===== config.mk =====
export PLATFORM = sky130hd
export DESIGN_NAME = multu_seq_ctrl
export DESIGN_NICKNAME = d
export VERILOG_FILES = /design/src/rtl/multu_seq_ctrl_pkg.sv /design/src/rtl/multu_seq_ctrl_mul_shift_add.sv /design/src/rtl/multu_seq_ctrl.sv
export SDC_FILE = /design/constraint.sdc
export NUM_CORES = 1
export LEC_CHECK = 0
export ABC_CLOCK_PERIOD_IN_PS = 8200
export CORE_AREA = 2 2 196 102
export CTS_CLUSTER_SIZE = 30
export DETAILED_ROUTE_END_ITERATION = 8
export DIE_AREA = 0 0 198 104
export PLACE_DENSITY = 0.72
export SLEW_MARGIN = 20
export SYNTH_ARGS = -nofsm -noshare
export SYNTH_HDL_FRONTEND = slang
export SYNTH_SLANG_ARGS = --single-unit

===== constraint.sdc =====
create_clock -name clk -period 8.2 [get_ports clk]
set_clock_uncertainty 0.2 [all_clocks]
set_input_delay 1.23 -clock clk [delete_from_list [all_inputs] [get_ports clk]]
set_output_delay 1.23 -clock clk [all_outputs]
set_load 0.01 [all_outputs]

===== src/rtl/multu_seq_ctrl_pkg.sv =====
// Shared encodings for the MULTU sequencer: ALU result select codes, FSM states
// and a decode helper for HI/LO reads.
package multu_seq_ctrl_pkg;

  localparam logic [1:0] ALUSEL_ALU  = 2'b00;
  localparam logic [1:0] ALUSEL_MFHI = 2'b01;
  localparam logic [1:0] ALUSEL_MFLO = 2'b10;

  localparam logic [1:0] S_IDLE   = 2'd0;
  localparam logic [1:0] S_MUL    = 2'd1;
  localparam logic [1:0] S_COMMIT = 2'd2;

  // True when the decoded instruction reads HI or LO (MFHI/MFLO).
  function automatic logic reads_hilo(input logic [1:0] alusel);
    return (alusel == ALUSEL_MFHI) || (alusel == ALUSEL_MFLO);
  endfunction

endpackage


===== src/rtl/multu_seq_ctrl_mul_shift_add.sv =====
// Shift-add multiplier datapath: product/multiplicand registers, the WIDTH+1-bit
// adder and the iteration counter. Sequenced externally through load and step.
module mul_shift_add #(
  parameter int unsigned WIDTH = 32,
  parameter int unsigned CNT_W = $clog2(WIDTH)
) (
  input  logic               clk,
  input  logic               rst_n,
  input  logic               load,
  input  logic               step,
  input  logic [WIDTH-1:0]   a,
  input  logic [WIDTH-1:0]   b,
  output logic               last,
  output logic [2*WIDTH-1:0] product
);

  logic [2*WIDTH-1:0] prod_q, prod_d;
  logic [WIDTH-1:0]   mcand_q, mcand_d;
  logic [CNT_W-1:0]   cnt_q, cnt_d;
  logic [WIDTH-1:0]   addend;
  logic [WIDTH:0]     sum;

  // The adder carry becomes the new MSB, so the full 2*WIDTH product stays exact.
  always_comb begin
    addend = prod_q[0] ? mcand_q : '0;
    sum    = {1'b0, prod_q[2*WIDTH-1:WIDTH]} + {1'b0, addend};
  end

  always_comb begin
    prod_d  = prod_q;
    mcand_d = mcand_q;
    cnt_d   = cnt_q;
    if (load) begin
      mcand_d = a;
      prod_d  = {{WIDTH{1'b0}}, b};
      cnt_d   = '0;
    end else if (step) begin
      prod_d = {sum, prod_q[WIDTH-1:1]};
      cnt_d  = cnt_q + CNT_W'(1);
    end
  end

  always_ff @(posedge clk) begin
    if (!rst_n) begin
      prod_q  <= '0;
      mcand_q <= '0;
      cnt_q   <= '0;
    end else begin
      prod_q  <= prod_d;
      mcand_q <= mcand_d;
      cnt_q   <= cnt_d;
    end
  end

  assign last    = (cnt_q == CNT_W'(WIDTH - 1));
  assign product = prod_q;

endmodule


===== src/rtl/multu_seq_ctrl.sv =====
// MULTU sequencer and HI/LO owner: runs the multiply in the background, commits
// the product to HI/LO, serves MFHI/MFLO and stalls decode on HI/LO hazards.
module multu_seq_ctrl
  import multu_seq_ctrl_pkg::*;
#(
  parameter int unsigned WIDTH = 32,
  parameter int unsigned CNT_W = $clog2(WIDTH)
) (
  input  logic             clk,
  input  logic             rst_n,
  input  logic             issue,
  input  logic             multu,
  input  logic [1:0]       alusel,
  input  logic [WIDTH-1:0] a,
  input  logic [WIDTH-1:0] b,
  output logic [WIDTH-1:0] hilo_out,
  output logic [WIDTH-1:0] hi,
  output logic [WIDTH-1:0] lo,
  output logic             busy,
  output logic             stall,
  output logic             done
);

  logic [1:0]         state_q, state_d;
  logic [WIDTH-1:0]   hi_q, lo_q;
  logic               done_q;
  logic               load, step, commit, last;
  logic [2*WIDTH-1:0] product;

  mul_shift_add #(
    .WIDTH (WIDTH),
    .CNT_W (CNT_W)
  ) u_mul (
    .clk     (clk),
    .rst_n   (rst_n),
    .load    (load),
    .step    (step),
    .a       (a),
    .b       (b),
    .last    (last),
    .product (product)
  );

  assign load   = issue & multu & (state_q == S_IDLE);
  assign step   = (state_q == S_MUL);
  assign commit = (state_q == S_COMMIT);

  always_comb begin
    state_d = state_q;
    case (state_q)
      S_IDLE:   if (load) state_d = S_MUL;
      S_MUL:    if (last) state_d = S_COMMIT;
      S_COMMIT: state_d = S_IDLE;
      default:  state_d = S_IDLE;
    endcase
  end

  // Reset wins over commit, so an aborted multiply never reaches HI/LO.
  always_ff @(posedge clk) begin
    if (!rst_n) begin
      state_q <= S_IDLE;
      hi_q    <= '0;
      lo_q    <= '0;
      done_q  <= 1'b0;
    end else begin
      state_q <= state_d;
      done_q  <= commit;
      if (commit) begin
        hi_q <= product[2*WIDTH-1:WIDTH];
        lo_q <= product[WIDTH-1:0];
      end
    end
  end

  assign busy  = (state_q != S_IDLE);
  // The accepting MULTU sees busy=0, so it never stalls itself.
  assign stall = issue & busy & (multu | reads_hilo(alusel));

  always_comb begin
    hilo_out = '0;
    case (alusel)
      ALUSEL_MFHI: hilo_out = hi_q;
      ALUSEL_MFLO: hilo_out = lo_q;
      ALUSEL_ALU:  hilo_out = '0;
      default:     hilo_out = '0;
    endcase
  end

  assign hi   = hi_q;
  assign lo   = lo_q;
  assign done = done_q;

endmodule


# [After elaboration in Yosys (flattened, before gate mapping)]
# Cells that the tools add are included.
[totals] register_bits=168 in_bits=70 word_cells=36
[classes] n_addsub=2 eq_ne=7 mux=7 n_bitwise=6 reduce_logical=6
[op_table] cell="$mux 32" n=3
[op_table] cell="$pmux 32 s2" n=1
[op_table] cell="$add 32x32->33" n=1
[op_table] cell="$add 5x1->5 const B" n=1
[op_table] cell="$eq 5x5->1 const B" n=1
[op_table] cell="$and 1x1->1" n=4
[op_table] cell="$eq 2x1->1 const B" n=2
[op_table] cell="$eq 2x2->1 const B" n=2
[op_table] cell="$mux 2" n=2
[op_table] cell="$pmux 2 s2" n=1
[op_table] cell="$reduce_bool 2->1" n=2
[op_table] cell="$logic_not 2->1" n=1
[op_table] cell="$ne 2x1->1 const B" n=1
[op_table] cell="$ne 2x2->1 const B" n=1
[op_table] cell="$reduce_and 2->1" n=1
[op_table] cell="$reduce_or 2->1" n=1
[op_table] cell="$logic_or 1x1->1" n=1
[op_table] cell="$not 1->1" n=1
[op_table] cell="$or 1x1->1" n=1

# [Longest topological paths before layout]
# Gate-level depths: netlist of the first run.
[logic_depth] depth_word=4 mapped_depth=12 mapped_depth_nobuf=11

# [By module]
# From an unflattened synthesis of the first run, not the netlist that was laid out.
[hier_totals] cells_unflattened=1061 area_unflattened_um2=8799.7
[by_module_without_submodules] module="mul_shift_add" n_inst=1 cells_each=691 area_per_inst_um2=5884.4 seq_area_each_um2=2021.9
[by_module_without_submodules] module="multu_seq_ctrl" n_inst=1 cells_each=370 area_per_inst_um2=2915.3 seq_area_each_um2=1341.3

# [Least setup slack after synthesis of the first run]
# Ideal clock, no wire load.
[synth_timing] path_kind="in2out" from="input port alusel[0]" to="output port hilo_out[0]" t_arrival_ns=2.087 required_ns=6.770 slack_ns=4.683 path_stages=5 cell_sequence="inv_1 -> ha_1 -> clkbuf_1 -> clkbuf_1 -> nor2_1"
[synth_between] elab_chain_cells=2
[synth_lines] element="start, declared" line_no="multu_seq_ctrl.sv:13" rtl="input logic [1:0] alusel,"
[synth_lines] element="$eq 2x2->1 / $eq 2x1->1 (equally long branches)" line_no="multu_seq_ctrl.sv:81" rtl="case (alusel)"
[synth_lines] element="$pmux 32 s2 *" line_no="multu_seq_ctrl.sv:81"
[synth_lines] element="end, declared" line_no="multu_seq_ctrl.sv:16" rtl="output logic [WIDTH-1:0] hilo_out,"
# Mark *: on every way between the ends. The rest lies on a longest branch, timed or not.

# [Worst setup path in the final report of the first run]
[layout_timing] from="input port alusel[0]" to="output port stall"
[layout_between] elab_chain_cells=4
[layout_lines] element="$eq 2x1->1 / $eq 2x2->1 (equally long branches)" line_no="multu_seq_ctrl_pkg.sv:15" rtl="return (alusel == ALUSEL_MFHI) || (alusel == ALUSEL_MFLO);"
[layout_lines] element="$logic_or 1x1->1 *" line_no="multu_seq_ctrl_pkg.sv:15"
[layout_lines] element="$or 1x1->1 *" line_no="multu_seq_ctrl.sv:77" rtl="assign stall = issue & busy & (multu | reads_hilo(alusel));"
[layout_lines] element="$and 1x1->1 *" line_no="multu_seq_ctrl.sv:77"
[layout_lines] element="end, declared" line_no="multu_seq_ctrl.sv:20" rtl="output logic stall,"
# Marked as above.

==> results of run 1 <==
## stage by stage
| stage | utilization | cells |
|---|---|---|
| final | 0.579 | 1472 |
| after global routing | 0.579 | 1472 |
| after CTS | 0.579 | 1472 |
| after detailed placement | 0.546 | 1441 |
| after global placement | 0.545 | 1441 |
| after floorplan | - | 1079 |
## path summary, 6_finish.rpt
| check | from | end | slack, ns | cells after the start |
|---|---|---|---|---|
| setup / recovery | alusel[0] | stall | 3.45 | 7 |
| hold / removal | u_mul.mcand_q[18] | u_mul.mcand_q[18] | 0.26 | 2 |
| setup reg to reg | u_mul.product[0] | u_mul.product[57] | 4.41 | 11 |
| hold reg to reg | u_mul.mcand_q[18] | u_mul.mcand_q[18] | 0.26 | 2 |
## worst max-delay path, cell delays in order
cell and delay (ns):
clkdlybuf4s50_1 0.48, inv_1 0.06, ha_2 0.75, inv_1 0.07, o21ai_0 0.17, nor2_1 0.05, clkdlybuf4s50_1 0.49
## flip-flops by register name (all words and copies together), names as in the netlist
| name | count |
|---|---|
| u_mul.cnt_q | 5 |
| u_mul.product | 64 |
| state_q | 2 |
| hi | 32 |
| u_mul.mcand_q | 32 |
| lo | 32 |
| done | 1 |
## layout make-up
type / count / area (um^2)
fillers: 1743 / 7980
clock buffers: 19 / 433
flip-flops and latches: 168 / 3360
clock inverters: 12 / 200
repair buffers: 174 / 1730
multi-input cells: 821 / 4880
inverters: 12 / 45.0
well taps: 266 / 333
## per-layer routing
layer / wire, um / part of all wire
met2: 10300 / 0.42
met1: 12700 / 0.51
met5: 0 / 0
met3: 1520 / 0.062
met4: 177 / 0.0072
## synthesized netlist by cell type, drive strengths merged (2+ instances only)
library cell / instances / area, um^2
a22oi: 64 / 480
o21a: 3 / 22.5
xnor2: 15 / 131
o21bai: 6 / 45.0
inv: 12 / 45.0
a211oi: 6 / 45.0
nor2: 57 / 214
nand3: 15 / 80.1
a22o: 2 / 17.5
nor3: 4 / 20.0
xor2: 14 / 123
ha: 36 / 450
and3: 5 / 31.3
clkbuf: 66 / 249
a21oi: 51 / 259
or3: 3 / 18.8
nand4: 6 / 37.5
and2: 35 / 221
a41oi: 3 / 41.3
nand2b: 6 / 37.5
a31oi: 8 / 50.1
o22ai: 6 / 43.8
buf: 12 / 48.8
dfxtp: 168 / 3360
a21boi: 129 / 968
a21o: 15 / 113
o21ai: 31 / 163
nor2b: 4 / 25.0
o211ai: 4 / 40.0
nand2: 282 / 1060
## cells in the final DEF, fill, tap and decap left out, types with 13 or more instances in the layout
cell             netlist  routed
nand2_1              282     282
dfxtp_1              168     168
clkdlybuf4s50_1        0     167
a21boi_0             128     128
a22oi_1               64      64
nor2_1                57      56
a21oi_1               50      50
and2_1                34      34
ha_1                  36      34
o21ai_0               18      18
clkbuf_16              0      17
xnor2_1               15      15
a21o_1                15      15
xor2_1                14      14
nand3_1               14      13
## cell families (layout without fill, tap and decap cells)
logic type                 after synthesis  after routing  synth area share
AOI/OAI and AO/OA                      334            334             0.274
xor gates and xnor gates                29             29            0.0297
adders and majority gates               37             37            0.0550
buffers and inverters                   90            217            0.0401
DFF                                    168            168             0.393
muxes                                    1              1           0.00117
and+or+nand+nor                        420            420             0.206
## power groups by stage
stage | sequential (mW) | clock (mW) | combinational (mW)
CTS | 0.850 | 0.890 | 0.141
detailed placement | 0.869 | 0 | 0.140
floorplan | 0.862 | 0 | 0.0811
global route | 0.852 | 0.933 | 0.154
global placement | 0.868 | 0 | 0.137
finish | 0.850 | 0.880 | 0.140
==> reports/results.ini, run 1 <==
[clock_network]
postCtsSetupBuffers = 0
h-tree-depth = 4
cts_sinks = 168
clk_latency_ns = 0.43
clockRootBuffer = clkbuf_16
cts_buffers = 17
cts_buffer_depth = 2
cts_resized = 0
ctsHoldBuffers = 0
clk_pin_slew_ns = 0.07
cts_tree = done

[pwr]
p_total_mw = 1.87
sequentialPowerShare = 0.455
power.switching_uw = 432
p_comb_frac = 0.075
p_clk_frac = 0.471
powerDensity_nw_per_um2 = 170
swShare = 0.231
power.leakage_nw = 3.90
peakVddDrop_mv = 0.152
p_int_mw = 1.44

[synthesis]
synth_top_flop_cell = dfxtp_1
yosys_warnings = 0
ys_seq_area_frac = 0.393
synth.avg_cell_area_um2 = 7.93
synthCells = 1079
ys_types = 52
synthesis.nets = 1186
synth_edf_count = 0
synthesis.area_um2 = 8560
synthArstFlopShare = 0
synth-seq-cells = 168

[timing]
fin_tns_setup_ns = 0
holdWs_ns = 0.261
drv_slew = 0
hold_viol_final = 0
rsz0062_at_grt = no
period_minus_slack_ns = 4.75
finalCritPeriodShare = 0.579
setup_violations = 0
fin_ws_ns = 3.45
fmax_mhz = 211
slew_headroom = 0.294
max_slew.worst_pin.slew_ns = 1.06

[final_layout]
drive_gt1_frac = 0.0464
syn2layout_area_growth_pct = 28.4
postLayoutCellArea_um2 = 11000
num_antenna_cells = 0
finalNetCount = 1301

[setup_path]
start_kind = input pin
critPathMaxFanout = 33
crit_arrival_ns = 3.32
end_kind = output pin
crit_required_ns = 6.77
crit_type = in -> out

[detailed_routing]
dr.pass1.iters = 5
wl_per_cell_um = 16.8
first_iter_violations = 556
wl_um = 24700
via_per_inst = 5.42
ant_nets = 0
drc_errors = 0
vias = 7981

[global_route]
grt_use_met2 = 0.348
use_met1 = 0.368
grt_use_total = 0.242
grt_overflow = 0
grt_start_max_net_pins = 132
grt_pass1_vias = 7387
antenna_found_initial = 0
grt_pass1_wl_um = 39600
grt_use_met3 = 0.0496
gr-max-usage-layer = met1

[hold_path]
hold_path_class = reg -> reg

[floorplanning]
die_w_um = 198
start_util = 0.451
coreArea_um2 = 19000
fp-row-count = 36
design.die.area_um2 = 20600
die_height_um = 104
pin_count = 169

[place]
post-place-ws_ns = 3.44
gp_congestion = 0.894
portBuffers = 168
hpwl_um = 17300
placed_area_um2 = 10300

[job]
max_cap_viol_count = 0

[status]
status = completed

(Power assumes the default switching activity.)
==> run 2, diff against run 1 <==
--- a/config.mk
+++ b/config.mk
@@ -5,7 +5,7 @@
 export SDC_FILE = /design/constraint.sdc
 export NUM_CORES = 1
 export LEC_CHECK = 0
-export ABC_CLOCK_PERIOD_IN_PS = 8200
+export ABC_CLOCK_PERIOD_IN_PS = 4400
 export CORE_AREA = 2 2 196 102
 export CTS_CLUSTER_SIZE = 30
 export DETAILED_ROUTE_END_ITERATION = 8
==> constraint.sdc (replaced) <==
create_clock -name clk -period 4.4 [get_ports clk]
set_clock_uncertainty 0.2 [all_clocks]
set_input_delay 0.66 -clock clk [delete_from_list [all_inputs] [get_ports clk]]
set_output_delay 0.66 -clock clk [all_outputs]
set_load 0.01 [all_outputs]
==> run 2 against run 1 <==
  * Flip-flop and latch count is the same
  * Final cell count rose by 0.61%
  * Combinational power up 91%
  * Non-clock buffer count grew 8
  * Critical path type is now reg -> reg
==> reports/results.ini, run 2 (synthesis results as in run 1) <==
[final_layout]
n_fill_cell = 1762
multi_input_comb_area_um2 = 4870
instances_no_fill = 1481
drive_gt1_frac = 0.0519
register_area_um2 = 3360
syn2layout_area_growth_pct = 28.8
mostFrequentLayoutCells = nand2_1, dfxtp_1, clkdlybuf4s50_1
finalNetCount = 1309
num_antenna_cells = 0
largest_reg_flops = 64
final_common_cell = nand2_1

[setup_path]
slowest_delay_ns = 0.63
critical_path.cell_chain = and2_1 > ha_1 > fa_1 > a21oi_1 > o22ai_2 > o21ai_1 > o41a_1 > o221ai_2 > a31oi_1 > xor2_1 > o21ai_1
cp_num_buf_inv = 0
cp_top_family = compound AO/OA/AOI/OAI gates
crit_type = reg -> reg
crit_arrival_ns = 3.73
crit_top_cell = o21ai_1
slowest_stage = dfxtp_1
end_kind = flip-flop
start_kind = flip-flop
critPathMaxFanout = 34
crit_required_ns = 4.52

[floorplanning]
fp-row-count = 36
pin_count = 169
die_w_um = 198
die_height_um = 104
coreArea_um2 = 19000
start_util = 0.451
design.die.area_um2 = 20600

[timing]
fin_tns_setup_ns = 0
finalCritPeriodShare = 0.820
holdWs_ns = 0.258
max_slew.worst_pin.slew_ns = 0.992
fmax_mhz = 277
drv_slew = 0
slew_headroom = 0.338
hold_viol_final = 0
fin_ws_ns = 0.794
rsz0062_at_grt = no
period_minus_slack_ns = 3.61
setup_violations = 0

[hold_path]
hold_path_class = reg -> reg

[clock_network]
cts_resized = 0
clockRootBuffer = clkbuf_16
clk_latency_ns = 0.42
h-tree-depth = 4
cts_tree = done
postCtsSetupBuffers = 0
clk_pin_slew_ns = 0.07
cts_buffer_depth = 2
cts_buffers = 17
ctsHoldBuffers = 0
cts_sinks = 168

[place]
gp_congestion = 0.913
hpwl_um = 18100
post-place-ws_ns = 0.822
portBuffers = 168
dp.cells = 1449

[detailed_routing]
wl_um = 25400
first_iter_violations = 584
vias = 8073
ant_nets = 0
via_per_inst = 5.45
wl_per_cell_um = 17.1
dr.pass1.iters = 5
drc_errors = 0

[global_route]
grt_overflow = 0
antenna_found_initial = 0
grt_pass1_vias = 7592
grt_pass1_wl_um = 40900
grt_use_total = 0.249
grt_start_max_net_pins = 84

[pwr]
powerDensity_nw_per_um2 = 313
p_total_mw = 3.45
power.leakage_nw = 3.93
peakVddDrop_mv = 0.256

[status]
status = completed

[job]
max_cap_viol_count = 0

==> run 2: worst min-delay path: stages (launching register included) <==
cell	delay [ns]
dfxtp_1	0.31
nand2_1	0.04
a21boi_0	0.06
==> run 2: routing by layer <==
metal,global-route usage,vias to the layer above,part of all wire
li1,-,3961,-
met1,0.371,3800,0.51
met2,0.360,282,0.41
met3,0.0554,30,0.069
met4,0.0607,0,0.014
met5,0,-,0
==> run 2: final cells by class <==
type                    instances  share of cell area
flip-flops and latches        168               0.305
clock buffers                  18              0.0389
well taps                     266              0.0302
multi-input cells             821               0.442
repair buffers                182               0.162
clock inverters                14              0.0179
inverters                      12             0.00409
==> run 2: path summary, 6_finish.rpt <==
kind / end / startpoint / cells past startpoint / slack [ns]
worst max-delay path: u_mul.product[61] / u_mul.product[0] / 11 / 0.79
worst min-delay path: u_mul.mcand_q[16] / u_mul.mcand_q[16] / 2 / 0.26
worst max register to register: u_mul.product[61] / u_mul.product[0] / 11 / 0.79
worst min register to register: u_mul.mcand_q[16] / u_mul.mcand_q[16] / 2 / 0.26
==> run 2: where the power goes <==
group	switching, mW	internal, mW
registers	0.0301	1.56
logic	0.147	0.119
clock network	0.643	0.955
total	0.820	2.63
==> run 2: through the flow <==
step                cell area, um^2   util
detailed placement            10400  0.548
global placement              10400  0.548
global route                  11000  0.581
floorplan                      8560      -
CTS                           11000  0.581
finish                        11000  0.581
